`src/rtl/inst_fetch_responder.sv`:
```
// Instruction-side burst responder: fetches BURST_LEN little-endian words byte by byte
// from a RAM port with one cycle of read latency and streams them back to the fetcher.
module inst_fetch_responder #(
  parameter int BURST_LEN  = 4,
  parameter int ADDR_WIDTH = 32
) (
  input  logic                  clk_in,
  input  logic                  rst_in,
  input  logic                  rdy_in,
  input  logic                  enable_in,
  input  logic [ADDR_WIDTH-1:0] address_in,
  input  logic                  reset_in,
  input  logic                  lsu_busy_in,
  input  logic [7:0]            mem_din_in,
  output logic [ADDR_WIDTH-1:0] mem_a_out,
  output logic                  mem_wr_out,
  output logic [31:0]           inst_out,
  output logic                  one_inst_finish_out,
  output logic                  end_out,
  output logic                  aviliable_out
);

  localparam int BYTES = 4 * BURST_LEN;
  localparam int CNT_W = $clog2(BYTES + 1);

  typedef enum logic {IDLE, READ} state_t;

  state_t                  state_reg, state_next;
  logic [ADDR_WIDTH-1:0]   base_reg;
  logic [ADDR_WIDTH-1:0]   mem_a_reg;
  logic [CNT_W-1:0]        issue_reg;
  logic [CNT_W-1:0]        recv_reg;
  logic                    data_valid_reg;
  logic [23:0]             asm_reg;
  logic [31:0]             inst_reg;
  logic                    one_reg;
  logic                    end_reg;

  logic start;
  logic abort;
  logic byte_take;
  logic last_byte;

  // Held low during reset so every output reads 0 while rst_in is asserted.
  assign aviliable_out = rst_in && (state_reg == IDLE) && !lsu_busy_in && !end_reg;

  assign start     = rdy_in && enable_in && aviliable_out;
  assign abort     = rdy_in && (state_reg == READ) && reset_in;
  assign byte_take = rdy_in && (state_reg == READ) && !reset_in && data_valid_reg;
  assign last_byte = byte_take && (recv_reg == CNT_W'(BYTES - 1));

  assign mem_a_out           = mem_a_reg;
  assign mem_wr_out          = 1'b0;
  assign inst_out            = inst_reg;
  assign one_inst_finish_out = one_reg;
  assign end_out             = end_reg;

  always_ff @(posedge clk_in or negedge rst_in) begin
    if (!rst_in) begin
      state_reg <= IDLE;
    end else begin
      state_reg <= state_next;
    end
  end

  always_comb begin
    state_next = state_reg;
    case (state_reg)
      IDLE:    if (start) state_next = READ;
      READ:    if (abort || last_byte) state_next = IDLE;
      default: state_next = IDLE;
    endcase
  end

  always_ff @(posedge clk_in or negedge rst_in) begin
    if (!rst_in) begin
      base_reg       <= '0;
      mem_a_reg      <= '0;
      issue_reg      <= '0;
      recv_reg       <= '0;
      data_valid_reg <= 1'b0;
      asm_reg        <= '0;
      inst_reg       <= '0;
      one_reg        <= 1'b0;
      end_reg        <= 1'b0;
    end else if (rdy_in) begin
      one_reg <= 1'b0;
      end_reg <= 1'b0;
      if (start) begin
        base_reg       <= address_in;
        mem_a_reg      <= address_in;
        issue_reg      <= CNT_W'(1);
        recv_reg       <= '0;
        // The RAM answers one cycle late, so the first READ cycle carries no byte.
        data_valid_reg <= 1'b0;
      end else if (state_reg == READ) begin
        if (reset_in) begin
          data_valid_reg <= 1'b0;
        end else begin
          data_valid_reg <= 1'b1;
          if (issue_reg < CNT_W'(BYTES)) begin
            mem_a_reg <= base_reg + ADDR_WIDTH'(issue_reg);
            issue_reg <= issue_reg + CNT_W'(1);
          end
          if (data_valid_reg) begin
            recv_reg <= recv_reg + CNT_W'(1);
            case (recv_reg[1:0])
              2'd0: asm_reg[7:0]   <= mem_din_in;
              2'd1: asm_reg[15:8]  <= mem_din_in;
              2'd2: asm_reg[23:16] <= mem_din_in;
              default: begin
                inst_reg <= {mem_din_in, asm_reg};
                if (last_byte) end_reg <= 1'b1;
                else           one_reg <= 1'b1;
              end
            endcase
          end
        end
      end
    end
  end

endmodule

```
`config.mk`:
```
export PLATFORM = sky130hd
export DESIGN_NAME = inst_fetch_responder
export DESIGN_NICKNAME = d
export VERILOG_FILES = /design/src/rtl/inst_fetch_responder.sv
export SDC_FILE = /design/constraint.sdc
export NUM_CORES = 1
export LEC_CHECK = 0
export CAP_MARGIN = 25
export CORE_MARGIN = 10
export CORE_UTILIZATION = 55
export CTS_BUF_LIST = sky130_fd_sc_hd__clkbuf_16
export CTS_CLUSTER_SIZE = 40
export DETAILED_ROUTE_END_ITERATION = 8
export GPL_TIMING_DRIVEN = 0
export HOLD_SLACK_MARGIN = 0.03
export PLACE_DENSITY = 0.89
export SYNTH_ARGS = -nofsm -noshare
export SYNTH_HDL_FRONTEND = slang
export SYNTH_SLANG_ARGS = --single-unit
```
`constraint.sdc`:
```
create_clock -name clk_in -period 3.8 [get_ports clk_in]
set_clock_uncertainty 0.15 [all_clocks]
set_input_delay 0.57 -clock clk_in [delete_from_list [all_inputs] [get_ports clk_in]]
set_output_delay 0.57 -clock clk_in [all_outputs]
set_load 0.1 [all_outputs]
```
# == Word level (Yosys, flattened, before mapping) ==
# Cells that the tools add are included.
# totals
elab_cells,81
mem_bits_rw,0
mem_count,0
latch_bits,0
mem_bits_ro,0
output_inout_bits,68
in_bits,46
regBits,134
# classes
n_shift,0
reduce_logical,27
n_addsub,3
n_div,0
n_lt_le_gt_ge,1
mul,0
n_eq_ne,4
n_bitwise,4
n_mux,30
# op_table
op,count
$mux W32,4
$mux W5,8
$add A32 B5 Y32,1
$reduce_and A6 Y1,4
$mux W1,17
$add A5 B1 Y5 const B,2
$logic_and A1 B1 Y1,10
$reduce_and A4 Y1,2
$reduce_bool A2 Y1,3
$eq A5 B4 Y1 const B,1
$lt A5 B5 Y1 const B,1
$not A1 Y1,4
$reduce_and A2 Y1,2
$logic_not A1 Y1,3
$reduce_or A3 Y1,1
$eq A2 B1 Y1 const B,1
$eq A2 B2 Y1 const B,1
$logic_not A2 Y1,1
$ne A2 B1 Y1 const B,1
$pmux W1 S2,1
$logic_or A1 B1 Y1,1

# == Depth between registers and ports, before layout ==
# Gate-level depths: netlist (run 1).
# logic_depth
ltp_word,10
depth_mapped,8
depth_no_buf,7

# == Least setup slack after synthesis (run 1) ==
# Ideal clock, no wire load.
# synth_path
path_kind,flip-flop to flip-flop
startpoint,register end_reg (netlist: end_out)
endpoint,register mem_a_reg[11] (netlist: mem_a_out[11])
t_required_ns,3.528
setup_slack_ns,-0.097
stages_incl_launch_ff,6
setup_ns,0.122
period_less_slack_ns,3.897
arrival_time_ns,3.625
path_buffers,1
cell_sequence,dfrtp_1 nor4b_2 nand3_1 clkbuf_1 a31oi_1 nand2_1
# synth_via
elab_chain_cells,5
elab_cells_between_ends,8
cone_classes,eq/ne (1); mux (1); reduce/logical (6)
# synth_rtl
element,line,rtl
"start, declared",37,logic end_reg;
"start signal, assigned",85,end_reg <= 1'b0;
"start signal, assigned",88,end_reg <= 1'b0;
"start signal, assigned",113,if (last_byte) end_reg <= 1'b1;
$logic_not A1 Y1 *,45,assign aviliable_out = rst_in && (state_reg == IDLE) && !lsu_busy_in && !end_reg;
$logic_and A1 B1 Y1 *,45,
via aviliable_out,20,output logic aviliable_out
$logic_and A1 B1 Y1 *,47,assign start = rdy_in && enable_in && aviliable_out;
$ne A2 B1 Y1 (no source line) / $reduce_bool A2 Y1 (equally long branches),n/a,
$reduce_and A4 Y1 (no source line),n/a,
"end signal, assigned",91,mem_a_reg <= address_in;
"end signal, assigned",102,mem_a_reg <= base_reg + ADDR_WIDTH'(issue_reg);
"end, declared",30,logic [ADDR_WIDTH-1:0] mem_a_reg;
# Mark *: on every way through the listed nets, which the timed path passes. The rest lies on a longest branch.
# A chain may end at the register's enable or synchronous reset.

# == Worst setup path after layout (run 1) ==
# layout_path
startpoint,input port rst_in
endpoint,output port aviliable_out
# layout_via
elab_chain_cells,3
# layout_rtl
element,line,rtl
"start, declared",8,"input logic rst_in,"
$logic_and A1 B1 Y1 (3 in a row),45,
"end, declared",20,
# Every way passes these cells.

==> results.tsv, run 1 <==
metric	value	unit
status	completed	
rsz0062_at_grt	false	
clk_path_buf_depth	2	
final_util	0.748	
ys_seq_area_frac	0.541	
worstPathRequired	3080	ps
routed_via_density	6.06	
grt_pass1_wl	29300	um
startpoint	rst_in	
synth_edf_count	0	
total_power	5320	uW
wl_met1	7000	um
peakVddDrop	655	uV
drt_pass1_iterations	6	
drc	0	
die_area	15900	um2
arrival	2650	ps
drive_above_1_share	0.182	
antenna_found_initial	0	
synth_warnings	0	
grt_overflow	0	
gp_congestion	0.950	
timing.rr.end	mem_a_out[14]	
fmax	297	MHz
switching_share	0.391	
fillCellCount	702	
crit_end	aviliable_out	
cellPowerDensity	651	nW/um2
start_util	0.567	
coreArea	10900	um2
power.switching	2080	uW
hpwl	12100	um
setup_violations	0	
power_frac_seq	0.358	
clock_latency	420	ps
syn_nets	611	
cp_max_fo	88	
routed_wl	18000	um
grt_use_total	0.227	
hold_viol	0	
std_cell_rows	38	
worst_pin_slew	1040	ps
syn_area	6200	um2
syn_avg_cell_area	11.2	um2
io_pins	114	
period_share	0.887	
cts-buffers-inserted	17	
cts_setup_buffers	0	
r2r_slack	1000	ps
layout_commonest_cell	dfrtp_1	
routedWlPerCell	21.5	um
ant_nets	0	
finish.net_count	745	
path_cells	dlygate4sd3_1, buf_6, buf_16, nor4b_4, clkbuf_2	
synthCells	552	
yosysUniqueCellTypes	56	
final_cell_mix	dfrtp_1, nand2_1, clkdlybuf4s50_1, mux2_2, xnor2_1	
die_x	126	um
internal_power	3240	uW
cp-start-kind	input port	
slowest_stage	dlygate4sd3_1	
port_buffers	112	
synth-seq-cells	134	
clkPwrFrac	0.322	
reg2reg_from	issue_reg[0]	
clk_pin_slew	50	ps
synth_async_sr_flop_share	1.00	
p_comb_frac	0.319	
cts_tree	done	
worstSetupPathType	input port to output pin	
grt_max_degree	89	
cpPeakStageDelay	550	ps
maxCapViolCount	0	
routed.top_layer	met4	
n_antenna_cell	0	
area_delta_synth_final	31.9	%
route.met3.wl	1340	um
power.leakage	0.00375	uW
min_period	3370	ps
dieHeight	126	um
synth_flop_cell	dfrtp_1	
vias	5088	
hold_class	flop to flop	
route.met2.wl	9130	um
drt_iter0_drc	504	
root_buffer	clkbuf_16	
maxSlewViolCount	0	
reg2regPathDepth	8	
min_delay_path_depth	2	
clock_sinks	134	
grt_pass1_vias	5412	
slew_headroom	0.307	
htree_levels	4	
cp-end-kind	output pin	
tns	0	ps
## per-stage QoR
step | cell area [um2] | hold WS [ps] | worst slack (ps) | std cells
after floorplan | 6210 | 124 | 689 | 552
after global placement | 7500 | 318 | -4280 | 804
after detailed placement | 7530 | 328 | 51.7 | 805
after CTS | 8180 | 343 | 38.1 | 839
after global routing | 8180 | 370 | 301 | 839
final | 8180 | 349 | 430 | 839
## area by class of cell
class                   instances  area [um2]  area share
plain buffers                  27         143      0.0174
clock buffers                  17         425      0.0520
clock inverters                15         186      0.0228
inverters                       5        18.8     0.00230
multi-input cells             386        2690       0.329
flip-flops and latches        134        3350       0.410
well taps                     140         175      0.0214
repair buffers                115        1180       0.145
## power by group through the flow
stage	Clock [uW]	Combinational [uW]	Sequential, uW
3_5_place_dp	0	1670	1910
2_1_floorplan	0	422	2680
3_3_place_gp	0	1630	1900
6_report	1720	1700	1910
5_1_grt	1790	1790	1940
4_1_cts	1720	1710	1900
## cell usage after synthesis (2+ instances only)
| master | n | area [um2] |
|---|---|---|
| inv_1 | 5 | 18.8 |
| nor4b_2 | 2 | 30.0 |
| mux2_2 | 56 | 631 |
| nor2_1 | 12 | 45.0 |
| nor2b_1 | 2 | 12.5 |
| clkbuf_1 | 8 | 30.0 |
| nor3b_1 | 3 | 22.5 |
| o22ai_1 | 2 | 12.5 |
| a2111oi_2 | 3 | 45.0 |
| o21ai_0 | 17 | 85.1 |
| nand4_1 | 9 | 56.3 |
| nand2_2 | 3 | 18.8 |
| dfrtp_1 | 134 | 3350 |
| and4_1 | 5 | 43.8 |
| a21o_1 | 3 | 22.5 |
| and2_1 | 3 | 18.8 |
| xor2_1 | 5 | 43.8 |
| nor3_1 | 5 | 25.0 |
| a21oi_2 | 2 | 17.5 |
| nand2_1 | 123 | 462 |
| a21oi_1 | 17 | 85.1 |
| mux2i_1 | 5 | 50.1 |
| or3_1 | 3 | 18.8 |
| ha_1 | 12 | 150 |
| nor4_2 | 3 | 37.5 |
| nand3_1 | 9 | 45.0 |
| a31oi_1 | 2 | 12.5 |
| buf_4 | 2 | 15.0 |
| o311a_1 | 2 | 20.0 |
| a22oi_1 | 12 | 90.1 |
| buf_6 | 2 | 22.5 |
| and3_1 | 4 | 25.0 |
| buf_2 | 15 | 75.1 |
| xnor2_1 | 25 | 219 |
| a211oi_1 | 4 | 30.0 |
| o211ai_1 | 13 | 97.6 |
## how the worst min path moves through the flow
| stage | end | start |
|---|---|---|
| global route | asm_reg[0] | asm_reg[0] |
| finish | mem_a_out[19] | mem_a_out[19] |
| detailed placement | base_reg[4] | base_reg[4] |
| CTS | base_reg[4] | base_reg[4] |
| global placement | base_reg[4] | base_reg[4] |
| floorplan | asm_reg[0] | rst_in |
## worst max-delay path, delay by kind of cell
family | cells | cell delay, ps
buffers and inverters | 4 | 1600
and+or+nand+nor | 1 | 450
## per-layer routing
metal	global-route usage	vias up
met2	0.377	268
met4	0.102	0
met3	0.0621	61
met1	0.269	2548
met5	0	-
li1	-	2211
## repair_timing
| action | 4_1_cts | 5_1_grt |
|---|---|---|
| hold endpoints to repair | 47 | 0 |
| gates resized for setup | 1 | 2 |
| hold buffers | 2 | 0 |
| endpoints found under the setup margin | 1 | 1 |
| cloned | 0 | 0 |
## cell families after synthesis
logic type,synth area share
simple gates,0.156
flops,0.541
compound gates,0.0963
mux,0.110
buf+inv,0.0260
xor+xnor,0.0424
fa+ha+maj,0.0275
other cells,0.000605
(Power assumes the default switching activity.)
==> run 2, diff against run 1 <==
- CORE_UTILIZATION: 55 -> 53
- PLACE_DENSITY: 0.89 -> 0.87
- clock period: 3.8 -> 3.36 ns (I/O delays scaled with it)
==> run 2 against run 1 <==
Clock power up 10%. Design area increased by 0.90%. Setup slack improved by 43 ps. Clock-buffer cell count did not move. Register-to-register slack got worse by 410 ps. Hold slack lost 310 ps. Combinational power rose by 12%. First-iteration DRC count fell by 13%.
==> results.tsv, run 2 (synthesis results as in run 1) <==
metric	value	unit	change
clk_pin_slew	60	ps	about the same
cellPowerDensity	722	nW/um2	+11%
drc	0		unchanged
tns	0	ps	unchanged
worstPathRequired	2710	ps	-370 ps
slowest_stage	dlygate4sd2_1		
grt_overflow	0		unchanged
slew_headroom	0.303		-0.00391
hpwl	12100	um	+0.65%
routed_wl	17100	um	-5.4%
drt_pass1_iterations	5		-1
grt_max_degree	98		+10%
arrival	2230	ps	-420 ps
power.leakage	0.00381	uW	+1.6%
finish.net_count	749		+0.54%
ant_nets	0		unchanged
coreArea	11400	um2	+4.4%
period_share	0.859		
cp-start-kind	input port		
critical_path_cell_count	3		-2
critPathBufInv	2		-2
cpPeakStageDelay	910	ps	+360 ps
routedWlPerCell	20.1	um	-6.3%
clock_sinks	134		unchanged
route.met3.wl	1850	um	+38%
worstSetupPathType	input port to output pin		
regArea	3350	um2	unchanged
reg2regPathDepth	8		unchanged
fmax	346	MHz	
multiInputGateArea	2690	um2	unchanged
gp_congestion	0.965		+1.6%
route.met2.wl	8140	um	-11%
fillCellCount	815		+16%
root_buffer	clkbuf_16		
total_power	5960	uW	+12%
start_util	0.543		-0.0240
setup_violations	0		unchanged
cts_tree	done		
hold_viol	0		unchanged
hold_class	input port to async pin		
critPathTopFamily	buffers and inverters		
maxSlewViolCount	0		unchanged
port_buffers	112		unchanged
area_delta_synth_final	33.1	%	
antenna_found_initial	0		unchanged
worst_pin_slew	1040	ps	+5.84 ps
routed.top_layer	met4		
grt_use_total	0.212		-0.0149
clk_path_buf_depth	2		unchanged
drt_iter0_drc	439		-13%
peakVddDrop	623	uV	-4.8%
grt_pass1_vias	5243		-3.1%
drive_above_1_share	0.185		+0.00323
die_x	128	um	+1.6%
rsz0062_at_grt	false		
cp-end-kind	output pin		
io_pins	114		unchanged
dieHeight	128	um	+1.6%
min_period	2890	ps	
cts-buffers-inserted	17		unchanged
cp_max_fo	4		-95%
maxCapViolCount	0		unchanged
hold_ws	41.3	ps	-308 ps
htree_levels	4		unchanged
vias	4876		-4.2%
path_cells	clkdlybuf4s50_1, nor4b_4, dlygate4sd2_1		
final_cell_mix	dfrtp_1, nand2_1, clkdlybuf4s50_1, mux2_2, xnor2_1		
status	completed		
layout_commonest_cell	dfrtp_1		
routed_via_density	5.76		-5.1%
cts_setup_buffers	0		unchanged
clock_latency	420	ps	about the same
wl_met1	6700	um	-4.4%
std_cell_rows	39		+2.6%
die_area	16400	um2	+3.2%
grt_pass1_wl	27700	um	-5.4%
-- run 2: cell count changes in the layout (fill, tap and decap cells not counted) --
cell | before | now
clkinvlp_4 | 2 | 0
inv_1 | 5 | 8
dlygate4sd2_1 | 0 | 1
clkinv_2 | 2 | 7
buf_12 | 0 | 4
clkinv_4 | 3 | 0
clkinv_1 | 4 | 1
clkbuf_2 | 1 | 0
diode_2 | 0 | 1
-- run 2: worst register-to-register path, stage by stage (launching register included) --
cell and delay [ps]:
dfrtp_1 430, ha_1 240, fa_1 440, a211o_1 320, a21oi_2 300, buf_2 330, nor3_1 120, xnor2_1 200
o21ai_0 100
-- run 2: worst paths after layout --
path / endpoint / slack (ps) / start
max: aviliable_out / 470 / lsu_busy_in
min: inst_out[8] / 40 / rst_in
max reg2reg: mem_a_out[14] / 590 / issue_reg[0]
min reg2reg: one_inst_finish_out / 340 / one_inst_finish_out
max in group asynchronous: mem_a_out[9] / 2270 / rst_in
min in group clk_in: one_inst_finish_out / 340 / one_inst_finish_out
-- run 2: final cells by class --
class,count,area share
repair buffers,119,0.153
well taps,143,0.0217
inverters,5,0.00228
plain buffers,27,0.0173
clock buffers,17,0.0516
diodes,1,0.000303
clock inverters,15,0.0206
multi-input cells,386,0.326
flip-flops and latches,134,0.406
-- run 2: metrics by stage --
step            util  instances  cell area [um2]  setup WS, ps
2_1_floorplan      -        552             6210           249
3_3_place_gp   0.657        807             7510         -4600
3_5_place_dp   0.660        808             7530          -216
4_1_cts        0.716        843             8180           370
5_1_grt        0.722        846             8250           438
6_report       0.722        847             8250           472
-- run 2: where the power goes --
part	switching [uW]	leakage (uW)	internal, uW
Clock	679	0.000311	1220
Sequential	254	0.00176	1900
Combinational	1360	0.00173	553
-- run 2: what timing repair did --
action                     in CTS  in global routing
setup endpoints to repair       1                  0
hold endpoints to repair       38                 29
gates resized for setup         1                  0
hold buffers                    3                  3
-- run 2: metal layers --
layer / track usage / vias up
li1: - / 2211
met1: 0.241 / 2417
met2: 0.338 / 212
met3: 0.0931 / 36
met4: 0.0960 / 0
met5: 0 / -
